--- src/rtl/trap_ctrl_pkg.sv ---
// Shared types and constants for the machine-mode trap sequencer.
package trap_ctrl_pkg;

    localparam logic [30:0] MCAUSE_FETCH_MISALIGN = 31'd0;
    localparam logic [30:0] MCAUSE_ILLEGAL        = 31'd2;
    localparam logic [30:0] MCAUSE_EBREAK         = 31'd3;
    localparam logic [30:0] MCAUSE_LOAD_MISALIGN  = 31'd4;
    localparam logic [30:0] MCAUSE_STORE_MISALIGN = 31'd6;
    localparam logic [30:0] MCAUSE_ECALL          = 31'd11;
    localparam logic [30:0] MCAUSE_EXT_IRQ        = 31'd11;

    typedef enum logic [1:0] {
        IDLE,
        WAIT_TRAP,
        WAIT_MRET,
        REDIRECT
    } trap_state_e;

    typedef struct packed {
        logic        valid;
        logic [31:0] pc;
        logic        is_interrupt;
        logic [30:0] mcause;
    } trap_info_t;

    function automatic logic [31:0] align4(input logic [31:0] addr);
        return {addr[31:2], 2'b00};
    endfunction

endpackage

--- src/rtl/trap_ctrl_if.sv ---
// WB-stage trap inputs, CSR handshake and fetch-redirect outputs of the trap sequencer.
interface trap_ctrl_if;
    import trap_ctrl_pkg::*;

    logic        WB_VALID_INSN;
    logic [31:0] WB_PC;
    logic        WB_EXC_FETCH_MISALIGN;
    logic        WB_EXC_ILLEGAL;
    logic        WB_EXC_ECALL;
    logic        WB_EXC_EBREAK;
    logic        WB_EXC_LOAD_MISALIGN;
    logic        WB_EXC_STORE_MISALIGN;
    logic        WB_MRET;
    logic        IRQ;
    logic [31:0] TRAP_HANDLER_ADDR;
    logic [31:0] CSR_MEPC;
    trap_info_t  WB_TRAP;
    logic        FLUSH;
    logic        REDIRECT_VALID;
    logic [31:0] REDIRECT_PC;
    logic        IN_HANDLER;

    modport master (
        output WB_VALID_INSN, WB_PC, WB_EXC_FETCH_MISALIGN, WB_EXC_ILLEGAL,
               WB_EXC_ECALL, WB_EXC_EBREAK, WB_EXC_LOAD_MISALIGN,
               WB_EXC_STORE_MISALIGN, WB_MRET, IRQ, TRAP_HANDLER_ADDR, CSR_MEPC,
        input  WB_TRAP, FLUSH, REDIRECT_VALID, REDIRECT_PC, IN_HANDLER
    );

    modport slave (
        input  WB_VALID_INSN, WB_PC, WB_EXC_FETCH_MISALIGN, WB_EXC_ILLEGAL,
               WB_EXC_ECALL, WB_EXC_EBREAK, WB_EXC_LOAD_MISALIGN,
               WB_EXC_STORE_MISALIGN, WB_MRET, IRQ, TRAP_HANDLER_ADDR, CSR_MEPC,
        output WB_TRAP, FLUSH, REDIRECT_VALID, REDIRECT_PC, IN_HANDLER
    );

endinterface

--- src/rtl/trap_ctrl_sync_ff.sv ---
// N-stage flop synchroniser for an asynchronous level; latency N cycles.
// No backpressure: samples every cycle, cleared by async reset.
module sync_ff #(
    parameter int N = 2
) (
    input  logic CLK,
    input  logic RST_N,
    input  logic D,
    output logic Q
);

    logic [N-1:0] stg;

    always_ff @(posedge CLK or negedge RST_N) begin
        if (!RST_N) stg <= '0;
        else        stg <= {stg[N-2:0], D};
    end

    assign Q = stg[N-1];

endmodule

--- src/rtl/trap_ctrl.sv ---
// Machine-mode trap sequencer: prioritises WB exceptions, IRQ and MRET, flushes, then redirects fetch.
// Latency: trap redirect at accept+HANDLER_LATENCY+1, MRET redirect at accept+2.
// Backpressure: none; while a sequence is in flight FLUSH holds the pipeline empty and WB inputs are ignored.
module trap_ctrl
    import trap_ctrl_pkg::*;
#(
    parameter int HANDLER_LATENCY = 2,
    parameter int IRQ_SYNC_STAGES = 2
) (
    input  logic         CLK,
    input  logic         RST_N,
    trap_ctrl_if.slave   tif
);

    trap_state_e state_q, state_d;
    logic [2:0]  cnt_q, cnt_d;
    logic        in_handler_q, in_handler_d;
    logic        redir_mret_q, redir_mret_d;
    logic [31:0] rpc_q;
    logic [31:0] rtarget;
    logic        irq_s;
    logic        exc_any;
    logic [30:0] exc_cause;
    logic        flush;
    logic        rvalid;
    trap_info_t  trap;

    sync_ff #(.N(IRQ_SYNC_STAGES)) u_irq_sync (
        .CLK   (CLK),
        .RST_N (RST_N),
        .D     (tif.IRQ),
        .Q     (irq_s)
    );

    // Exception priority: earlier arms win.
    always_comb begin
        exc_any   = 1'b1;
        exc_cause = MCAUSE_FETCH_MISALIGN;
        if      (tif.WB_EXC_FETCH_MISALIGN) exc_cause = MCAUSE_FETCH_MISALIGN;
        else if (tif.WB_EXC_ILLEGAL)        exc_cause = MCAUSE_ILLEGAL;
        else if (tif.WB_EXC_EBREAK)         exc_cause = MCAUSE_EBREAK;
        else if (tif.WB_EXC_ECALL)          exc_cause = MCAUSE_ECALL;
        else if (tif.WB_EXC_LOAD_MISALIGN)  exc_cause = MCAUSE_LOAD_MISALIGN;
        else if (tif.WB_EXC_STORE_MISALIGN) exc_cause = MCAUSE_STORE_MISALIGN;
        else                                exc_any   = 1'b0;
    end

    assign rtarget = redir_mret_q ? tif.CSR_MEPC : align4(tif.TRAP_HANDLER_ADDR);

    always_comb begin
        state_d      = state_q;
        cnt_d        = cnt_q;
        in_handler_d = in_handler_q;
        redir_mret_d = redir_mret_q;
        trap         = '0;
        flush        = 1'b0;
        rvalid       = 1'b0;
        unique case (state_q)
            IDLE: begin
                trap.pc = tif.WB_PC;
                if (tif.WB_VALID_INSN) begin
                    if (exc_any) begin
                        trap.valid  = 1'b1;
                        trap.mcause = exc_cause;
                    end else if (irq_s && !in_handler_q) begin
                        trap.valid        = 1'b1;
                        trap.is_interrupt = 1'b1;
                        trap.mcause       = MCAUSE_EXT_IRQ;
                    end
                    if (trap.valid) begin
                        flush        = 1'b1;
                        in_handler_d = 1'b1;
                        redir_mret_d = 1'b0;
                        cnt_d        = 3'(HANDLER_LATENCY - 1);
                        state_d      = WAIT_TRAP;
                    end else if (tif.WB_MRET) begin
                        flush        = 1'b1;
                        in_handler_d = 1'b0;
                        redir_mret_d = 1'b1;
                        state_d      = WAIT_MRET;
                    end
                end
            end
            WAIT_TRAP: begin
                flush = 1'b1;
                if (cnt_q == 3'd0) state_d = REDIRECT;
                else               cnt_d   = cnt_q - 3'd1;
            end
            WAIT_MRET: begin
                flush   = 1'b1;
                state_d = REDIRECT;
            end
            REDIRECT: begin
                flush   = 1'b1;
                rvalid  = 1'b1;
                state_d = IDLE;
            end
            default: state_d = IDLE;
        endcase
    end

    always_ff @(posedge CLK or negedge RST_N) begin
        if (!RST_N) begin
            state_q      <= IDLE;
            cnt_q        <= '0;
            in_handler_q <= 1'b0;
            redir_mret_q <= 1'b0;
            rpc_q        <= '0;
        end else begin
            state_q      <= state_d;
            cnt_q        <= cnt_d;
            in_handler_q <= in_handler_d;
            redir_mret_q <= redir_mret_d;
            if (rvalid) rpc_q <= rtarget;
        end
    end

    assign tif.WB_TRAP        = trap;
    assign tif.FLUSH          = flush;
    assign tif.REDIRECT_VALID = rvalid;
    assign tif.REDIRECT_PC    = rvalid ? rtarget : rpc_q;
    assign tif.IN_HANDLER     = in_handler_q;

endmodule

--- src/flat_wrapper.sv ---
// flat-port wrapper written by rule: the top's interface ports become plain ports
module trap_ctrl_flat import trap_ctrl_pkg::*;
#(
    parameter int HANDLER_LATENCY = 2,
    parameter int IRQ_SYNC_STAGES = 2
)
  (CLK, RST_N, tif_WB_VALID_INSN, tif_WB_PC, tif_WB_EXC_FETCH_MISALIGN, tif_WB_EXC_ILLEGAL, tif_WB_EXC_ECALL, tif_WB_EXC_EBREAK, tif_WB_EXC_LOAD_MISALIGN, tif_WB_EXC_STORE_MISALIGN, tif_WB_MRET, tif_IRQ, tif_TRAP_HANDLER_ADDR, tif_CSR_MEPC, tif_WB_TRAP, tif_FLUSH, tif_REDIRECT_VALID, tif_REDIRECT_PC, tif_IN_HANDLER);
  trap_ctrl_if tif_i ();
  input  logic CLK;
  input  logic RST_N;
  input wire logic [$bits(tif_i.WB_VALID_INSN)-1:0] tif_WB_VALID_INSN;
  input wire logic [$bits(tif_i.WB_PC)-1:0] tif_WB_PC;
  input wire logic [$bits(tif_i.WB_EXC_FETCH_MISALIGN)-1:0] tif_WB_EXC_FETCH_MISALIGN;
  input wire logic [$bits(tif_i.WB_EXC_ILLEGAL)-1:0] tif_WB_EXC_ILLEGAL;
  input wire logic [$bits(tif_i.WB_EXC_ECALL)-1:0] tif_WB_EXC_ECALL;
  input wire logic [$bits(tif_i.WB_EXC_EBREAK)-1:0] tif_WB_EXC_EBREAK;
  input wire logic [$bits(tif_i.WB_EXC_LOAD_MISALIGN)-1:0] tif_WB_EXC_LOAD_MISALIGN;
  input wire logic [$bits(tif_i.WB_EXC_STORE_MISALIGN)-1:0] tif_WB_EXC_STORE_MISALIGN;
  input wire logic [$bits(tif_i.WB_MRET)-1:0] tif_WB_MRET;
  input wire logic [$bits(tif_i.IRQ)-1:0] tif_IRQ;
  input wire logic [$bits(tif_i.TRAP_HANDLER_ADDR)-1:0] tif_TRAP_HANDLER_ADDR;
  input wire logic [$bits(tif_i.CSR_MEPC)-1:0] tif_CSR_MEPC;
  output wire logic [$bits(tif_i.WB_TRAP)-1:0] tif_WB_TRAP;
  output wire logic [$bits(tif_i.FLUSH)-1:0] tif_FLUSH;
  output wire logic [$bits(tif_i.REDIRECT_VALID)-1:0] tif_REDIRECT_VALID;
  output wire logic [$bits(tif_i.REDIRECT_PC)-1:0] tif_REDIRECT_PC;
  output wire logic [$bits(tif_i.IN_HANDLER)-1:0] tif_IN_HANDLER;
  assign tif_i.WB_VALID_INSN = tif_WB_VALID_INSN;
  assign tif_i.WB_PC = tif_WB_PC;
  assign tif_i.WB_EXC_FETCH_MISALIGN = tif_WB_EXC_FETCH_MISALIGN;
  assign tif_i.WB_EXC_ILLEGAL = tif_WB_EXC_ILLEGAL;
  assign tif_i.WB_EXC_ECALL = tif_WB_EXC_ECALL;
  assign tif_i.WB_EXC_EBREAK = tif_WB_EXC_EBREAK;
  assign tif_i.WB_EXC_LOAD_MISALIGN = tif_WB_EXC_LOAD_MISALIGN;
  assign tif_i.WB_EXC_STORE_MISALIGN = tif_WB_EXC_STORE_MISALIGN;
  assign tif_i.WB_MRET = tif_WB_MRET;
  assign tif_i.IRQ = tif_IRQ;
  assign tif_i.TRAP_HANDLER_ADDR = tif_TRAP_HANDLER_ADDR;
  assign tif_i.CSR_MEPC = tif_CSR_MEPC;
  assign tif_WB_TRAP = tif_i.WB_TRAP;
  assign tif_FLUSH = tif_i.FLUSH;
  assign tif_REDIRECT_VALID = tif_i.REDIRECT_VALID;
  assign tif_REDIRECT_PC = tif_i.REDIRECT_PC;
  assign tif_IN_HANDLER = tif_i.IN_HANDLER;
  trap_ctrl #(.HANDLER_LATENCY(HANDLER_LATENCY), .IRQ_SYNC_STAGES(IRQ_SYNC_STAGES)) u_core (.CLK(CLK), .RST_N(RST_N), .tif(tif_i));
endmodule
--- config.mk ---
export PLATFORM = sky130hd
export DESIGN_NAME = trap_ctrl_flat
export DESIGN_NICKNAME = d
export VERILOG_FILES = /design/src/rtl/trap_ctrl_pkg.sv /design/src/rtl/trap_ctrl_if.sv /design/src/rtl/trap_ctrl_sync_ff.sv /design/src/rtl/trap_ctrl.sv /design/src/flat_wrapper.sv
export SDC_FILE = /design/constraint.sdc
export NUM_CORES = 1
export LEC_CHECK = 0
export CAP_MARGIN = 25
export CORE_MARGIN = 5
export CORE_UTILIZATION = 36
export CTS_BUF_LIST = sky130_fd_sc_hd__clkbuf_8
export DETAILED_ROUTE_END_ITERATION = 8
export PLACE_DENSITY = 0.94
export SKIP_CTS_REPAIR_TIMING = 1
export SYNTH_ARGS = -nofsm -noshare
export SYNTH_HDL_FRONTEND = slang
export SYNTH_HIERARCHICAL = 1
export SYNTH_SLANG_ARGS = --single-unit
--- constraint.sdc ---
create_clock -name CLK -period 4.8 [get_ports CLK]
set_input_delay 0.96 -clock CLK [delete_from_list [all_inputs] [get_ports CLK]]
set_output_delay 0.96 -clock CLK [all_outputs]
set_load 0.02 [all_outputs]
==> results of run 1 <==
-- sequential cells by signal, summed over array words and instances (netlist names) --
register / cells
u_core/state_q: 2
u_core/redir_mret_q: 1
u_core/u_irq_sync/stg: 2
u_core/cnt_q: 3
u_core/tif.IN_HANDLER: 1
u_core/rpc_q: 32
-- power by group through the flow --
stage | registers, mW | logic (mW) | clock network, mW
floorplan | 0.557 | 1.03 | 0
global placement | 0.615 | 1.67 | 0
detailed placement | 0.629 | 1.72 | 0
CTS | 0.622 | 1.73 | 0.242
global route | 0.639 | 1.84 | 0.261
finish | 0.618 | 1.71 | 0.229
-- stage by stage --
stage,area (µm²),setup slack (ps)
after floorplan,2582,1608
after global placement,4207,742.7
after detailed placement,4207,663.0
after CTS,4300,669.3
after global routing,4300,557.2
final,4300,652.0
-- metal layers --
layer / global-route usage [%] / share of wire, % / wire length [µm] / vias up
met5: 0 / 0 / 0 / -
met4: 6.349 / 2.0 / 155 / 0
met3: 8.528 / 12 / 950 / 12
met2: 32.87 / 50 / 3967 / 155
met1: 17.09 / 35 / 2785 / 1105
li1: - / - / - / 1188
-- cell usage after synthesis --
library cell / n / area, µm²
a211oi_1: 2 / 15.01
a21boi_2: 1 / 11.26
a21oi_1: 32 / 160.2
a311o_1: 1 / 10.01
a311oi_1: 1 / 8.760
and2_1: 34 / 212.7
buf_1: 1 / 3.750
buf_2: 2 / 10.01
buf_4: 27 / 202.7
clkbuf_1: 12 / 45.04
conb_1: 1 / 3.750
dfrtp_1: 41 / 1026
ha_1: 6 / 75.07
inv_1: 9 / 33.78
mux2_4: 1 / 15.01
mux2i_1: 32 / 320.3
nand2_1: 5 / 18.77
nand2b_1: 1 / 6.260
nand3_1: 4 / 20.02
nor2_1: 34 / 127.6
nor2b_1: 1 / 6.260
nor3_1: 7 / 35.03
nor4_1: 2 / 12.51
nor4b_1: 1 / 8.760
o21ai_0: 3 / 15.01
o31ai_2: 1 / 12.51
o32ai_1: 2 / 17.52
o41ai_4: 1 / 27.53
or2_2: 1 / 6.260
or3_1: 1 / 6.260
or3_4: 1 / 11.26
-- path summary, 6_finish.rpt --
kind	from	end	slack, ps	cells after the start
max reg2reg	u_core/state_q[0]	u_core/cnt_q[0]	2950	6
min in group asynchronous	RST_N	u_core/rpc_q[25]	800	1
min	u_core/u_irq_sync/stg[0]	u_core/u_irq_sync/stg[1]	370	0
min reg2reg	u_core/u_irq_sync/stg[0]	u_core/u_irq_sync/stg[1]	370	0
max	tif_WB_EXC_ECALL	tif_WB_TRAP[1]	650	6
max in group asynchronous	RST_N	u_core/redir_mret_q	3410	1
-- cell type report --
type                    instances  area, µm²  share of cell area [%]
inverters                       9      33.78                  0.7856
multi-input cells             202       1264                   29.39
well taps                      80      100.1                   2.328
repair buffers                179       1782                   41.43
clock buffers                   6      82.58                   1.920
clock inverters                 2      11.26                  0.2619
flip-flops and latches         41       1027                   23.89
-- worst max-delay path, cell delays in order --
cell and delay, ps:
clkdlybuf4s50_1 560, or3_1 260, nor3_1 110, or2_2 350
a211oi_1 280, clkdlybuf4s50_1 670
-- layout by cell type (no fill, tap or decap), types with 2 or more instances in the layout --
master	instances
a211oi_1	2
a21oi_1	32
and2_1	34
buf_4	2
clkbuf_8	6
clkdlybuf4s50_1	176
conb_1	27
dfrtp_1	40
ha_1	5
inv_1	10
mux2i_1	32
nand2_1	5
nand3_1	4
nor2_1	34
nor3_1	7
nor4_1	2
o21ai_0	3
o32ai_1	2
-- logic make-up after synthesis --
logic type | count (synthesis) | synth area share (%)
multiplexers | 33 | 13.49
adder cells (fa/ha/maj) | 6 | 3.021
AO/OA/AOI/OAI | 44 | 11.18
AND/OR/NAND/NOR | 92 | 18.98
other | 1 | 0.1509
flip-flops | 41 | 41.29
buffers and inverters | 51 | 11.88
==> flow_summary.ini, run 1 <==
[detailed_routing]
dr.pass1.iters = 4
drtAntennaViolNets = 0
dr.first_iter.drc_count = 43
drc = 0
totalWireLength_mm = 7.859
vias = 2460
wl_per_cell_um = 15.14
vias_per_cell = 4.740

[global_routing]
grt_pass1_vias = 2601
antenna_found_initial = 0
grt_overflow_total = 0
grt_util_all_layers_pct = 17.81
grt_max_degree = 50
grt_first_pass_wirelength_mm = 12.25

[floorplan]
ios = 207
dieArea_um2 = 8664
rows = 30
die_w_um = 93.08
core_area_um2 = 6756
die_y_um = 93.08
initial_core_util_pct = 36.78

[layout]
fill_cells = 535
drive_gt1_share_pct = 4.100
utilization_pct = 63.65
fin_nets = 551
antennaDiodeCount = 0
area_growth_pct = 73.06
stdcell_count = 519

[clock_network]
cts.htree.levels = 2
tritoncts = done
path_clk_slew_ps = 80
numCtsBuffers = 5
cts_sinks = 41
worstSkewPairLatency_ps = 280
cts_root_buf = clkbuf_8
clockBufferDepth = 2

[critical_path]
required_ps = 3840
cp-end-kind = output pin
cp.arrival_ps = 3190
critical_path_class = in2out
start_kind = input pin
path_max_fanout = 6

[status]
outcome = completed

[logic_synthesis]
avgSynthCellArea_um2 = 9.272
ys_ff_latch = 41
ys_seq_area_share_pct = 41.29
synth_warnings = 6
yosys.cell_types.count = 31
synth_area_um2 = 2485
synthCells = 268

[sta]
fin_crit_sh_pct = 86.42
fin_setup_tns_ps = 0
fmax_ghz = 0.2411
worst_pin_slew_ps = 893.4
rsz0062_at_grt = false
setup_viol = 0
maxSlewHeadroom_pct = 40.44
skew_ps = 7.508
fin_crit_ps = 4148
timing.hold.ws_ps = 370.1
hold_viol = 0
drv_slew = 0

[power]
finalPower_mw = 2.557
netSwitchingFraction_pct = 44.08
p_leak_nw = 1.808
p_clk_share_pct = 9.0
p_per_area_nw_per_um2 = 594.5
ir_worst_vdd_mv = 0.2820
pwr-share-comb_pct = 66.9
internal_power_mw = 1.430
power.switching_mw = 1.127
seqPwrFrac_pct = 24.2

[place]
dp_cells = 511
hpwl_mm = 6.577
gp_congestion = 0.8806
io_buffers = 177

[job]
drv_cap = 0

[worst_hold_path]
hold_path.class = reg2reg
Power figures use the tool's default switching activity.
==> inputs of run 2 (changes only) <==
PLACE_DENSITY = 0.95   (was 0.94)
==> flow_summary.ini, run 2 (synthesis results as in run 1) <==
[critical_path]
worstRegToRegCells = 6
required_ps = 3840
cp-end-kind = output pin
start_kind = input pin
cp.arrival_ps = 3210
path_max_fanout = 6
r2r-start = u_core/state_q[1]
crit_family = buffers and inverters
crit_slowest_cell = clkdlybuf4s50_1
cp.depth = 6
critical_path_class = in2out
crit_buf_inv = 2
cp_slowest_stage_delay_ps = 670
cpMostUsedCell = clkdlybuf4s50_1
r2r_end = u_core/cnt_q[0]
rrSetupSlack_ps = 2790
crit_path_cell_trace = clkdlybuf4s50_1, or3_1, nor3_1, or2_2, nor4_1, clkdlybuf4s50_1

[floorplan]
die_w_um = 93.08
initial_core_util_pct = 36.78
rows = 30
die_y_um = 93.08
core_area_um2 = 6756
dieArea_um2 = 8664
ios = 207

[power]
netSwitchingFraction_pct = 44.06
pwr-share-comb_pct = 67.4
internal_power_mw = 1.443
p_per_area_nw_per_um2 = 597.8
power.switching_mw = 1.137
p_leak_nw = 1.811
ir_worst_vdd_mv = 0.2579
seqPwrFrac_pct = 23.9
p_clk_share_pct = 8.7

[clock_network]
numCtsBuffers = 5
tritoncts = done
worstSkewPairLatency_ps = 280
cts_root_buf = clkbuf_8
cts_sinks = 41
path_clk_slew_ps = 80
cts.htree.levels = 2
clockBufferDepth = 2

[detailed_routing]
vias = 2462
drtAntennaViolNets = 0
dr.pass1.iters = 4
wl_per_cell_um = 15.74
drc = 0
vias_per_cell = 4.735
dr.first_iter.drc_count = 43
totalWireLength_mm = 8.183

[sta]
fmax_ghz = 0.2399
timing.hold.ws_ps = 367.0
skew_ps = 9.725
rsz0062_at_grt = false
fin_crit_sh_pct = 86.83
fin_setup_tns_ps = 0
hold_viol = 0
fin_crit_ps = 4168
maxSlewHeadroom_pct = 40.23
drv_slew = 0
setup_viol = 0
worst_pin_slew_ps = 896.5

[worst_hold_path]
whs_endpoint = u_core/u_irq_sync/stg[1]
hold_start = u_core/u_irq_sync/stg[0]
hold_path.class = reg2reg
hold_path_depth = 0

[global_routing]
antenna_found_initial = 1
grt_max_degree = 66
grt_pass1_vias = 2573
grt_util_all_layers_pct = 17.69
grt_first_pass_wirelength_mm = 12.25
grt_overflow_total = 0

[place]
gp_congestion = 0.7898
io_buffers = 177
hpwl_mm = 6.884

[layout]
layout_common_cells = 176 x clkdlybuf4s50_1, 40 x dfrtp_1, 34 x nor2_1, 34 x and2_1
final_common_cell = clkdlybuf4s50_1
reg_top3 = u_core/rpc_q: 32 flops, u_core/cnt_q: 3 flops
largest_reg_flops = 32
area_growth_pct = 73.67
fin_nets = 551
top_register = u_core/rpc_q
fill_cells = 536
drive_gt1_share_pct = 4.100

[status]
outcome = completed

[job]
drv_cap = 0
-- run 2: cell count changes in the layout (fill, tap and decap cells not counted) --
cell | previous run | this run
buf_4 | 2 | 1
diode_2 | 0 | 1
buf_12 | 0 | 1
-- run 2: layout make-up --
| cell class | count | area (µm²) | area share (%) |
|---|---|---|---|
| Antenna cell | 1 | 2.502 | 0.05799 |
| Timing Repair Buffer | 179 | 1794 | 41.58 |
| Tap cell | 80 | 100.1 | 2.320 |
| Clock inverter | 2 | 11.26 | 0.2609 |
| Multi-Input combinational cell | 202 | 1264 | 29.28 |
| Inverter | 9 | 33.78 | 0.7828 |
| Sequential cell | 41 | 1027 | 23.80 |
| Clock buffer | 6 | 82.58 | 1.914 |
-- run 2: stage by stage --
| stage | std cells | setup slack [ps] | util [%] | power, mW | instance area (µm²) |
|---|---|---|---|---|---|
| after detailed placement | 510 | 663.1 | 62.15 | 2.356 | 4199 |
| after CTS | 518 | 644.3 | 63.54 | 2.589 | 4293 |
| after global routing | 520 | 556.4 | 63.87 | 2.742 | 4315 |
| final | 520 | 632.4 | 63.87 | 2.580 | 4315 |
| after floorplan | 294 | 1608 | - | 1.583 | 2582 |
| after global placement | 510 | 780.6 | 62.15 | 2.278 | 4199 |
-- run 2: how the worst max path moves through the flow --
stage | from | endpoint | slack (ps)
after floorplan | tif_WB_EXC_LOAD_MISALIGN | tif_WB_TRAP[0] | 1610
after global placement | tif_WB_EXC_ECALL | tif_WB_TRAP[0] | 780
after detailed placement | tif_WB_EXC_ECALL | tif_WB_TRAP[0] | 660
after CTS | tif_WB_EXC_ECALL | tif_WB_TRAP[0] | 640
after global routing | tif_WB_EXC_ECALL | tif_WB_TRAP[0] | 560
final | tif_WB_EXC_ECALL | tif_WB_TRAP[0] | 630
-- run 2: worst register-to-register path, delay by kind of cell, from the launching register on --
kind | cells | cell delay (ps)
adder cells (fa/ha/maj) | 1 | 440
flip-flops | 1 | 390
AND/OR/NAND/NOR | 1 | 100
buffers and inverters | 2 | 470
AO/OA/AOI/OAI | 2 | 510
-- run 2: per-layer routing --
metal	part of all wire (%)	track usage [%]	up-vias
li1	-	-	1187
met3	11	6.114	11
met1	33	15.78	1119
met4	1.7	5.250	0
met2	55	36.35	145
met5	0	0	-
-- run 2: power by group through the flow --
| stage | Combinational [mW] | Sequential, mW | Clock [mW] |
|---|---|---|---|
| after global placement | 1.67 | 0.612 | 0 |
| after CTS | 1.74 | 0.619 | 0.235 |
| final | 1.74 | 0.615 | 0.226 |
| after floorplan | 1.03 | 0.557 | 0 |
| after detailed placement | 1.73 | 0.625 | 0 |
| after global routing | 1.86 | 0.634 | 0.252 |
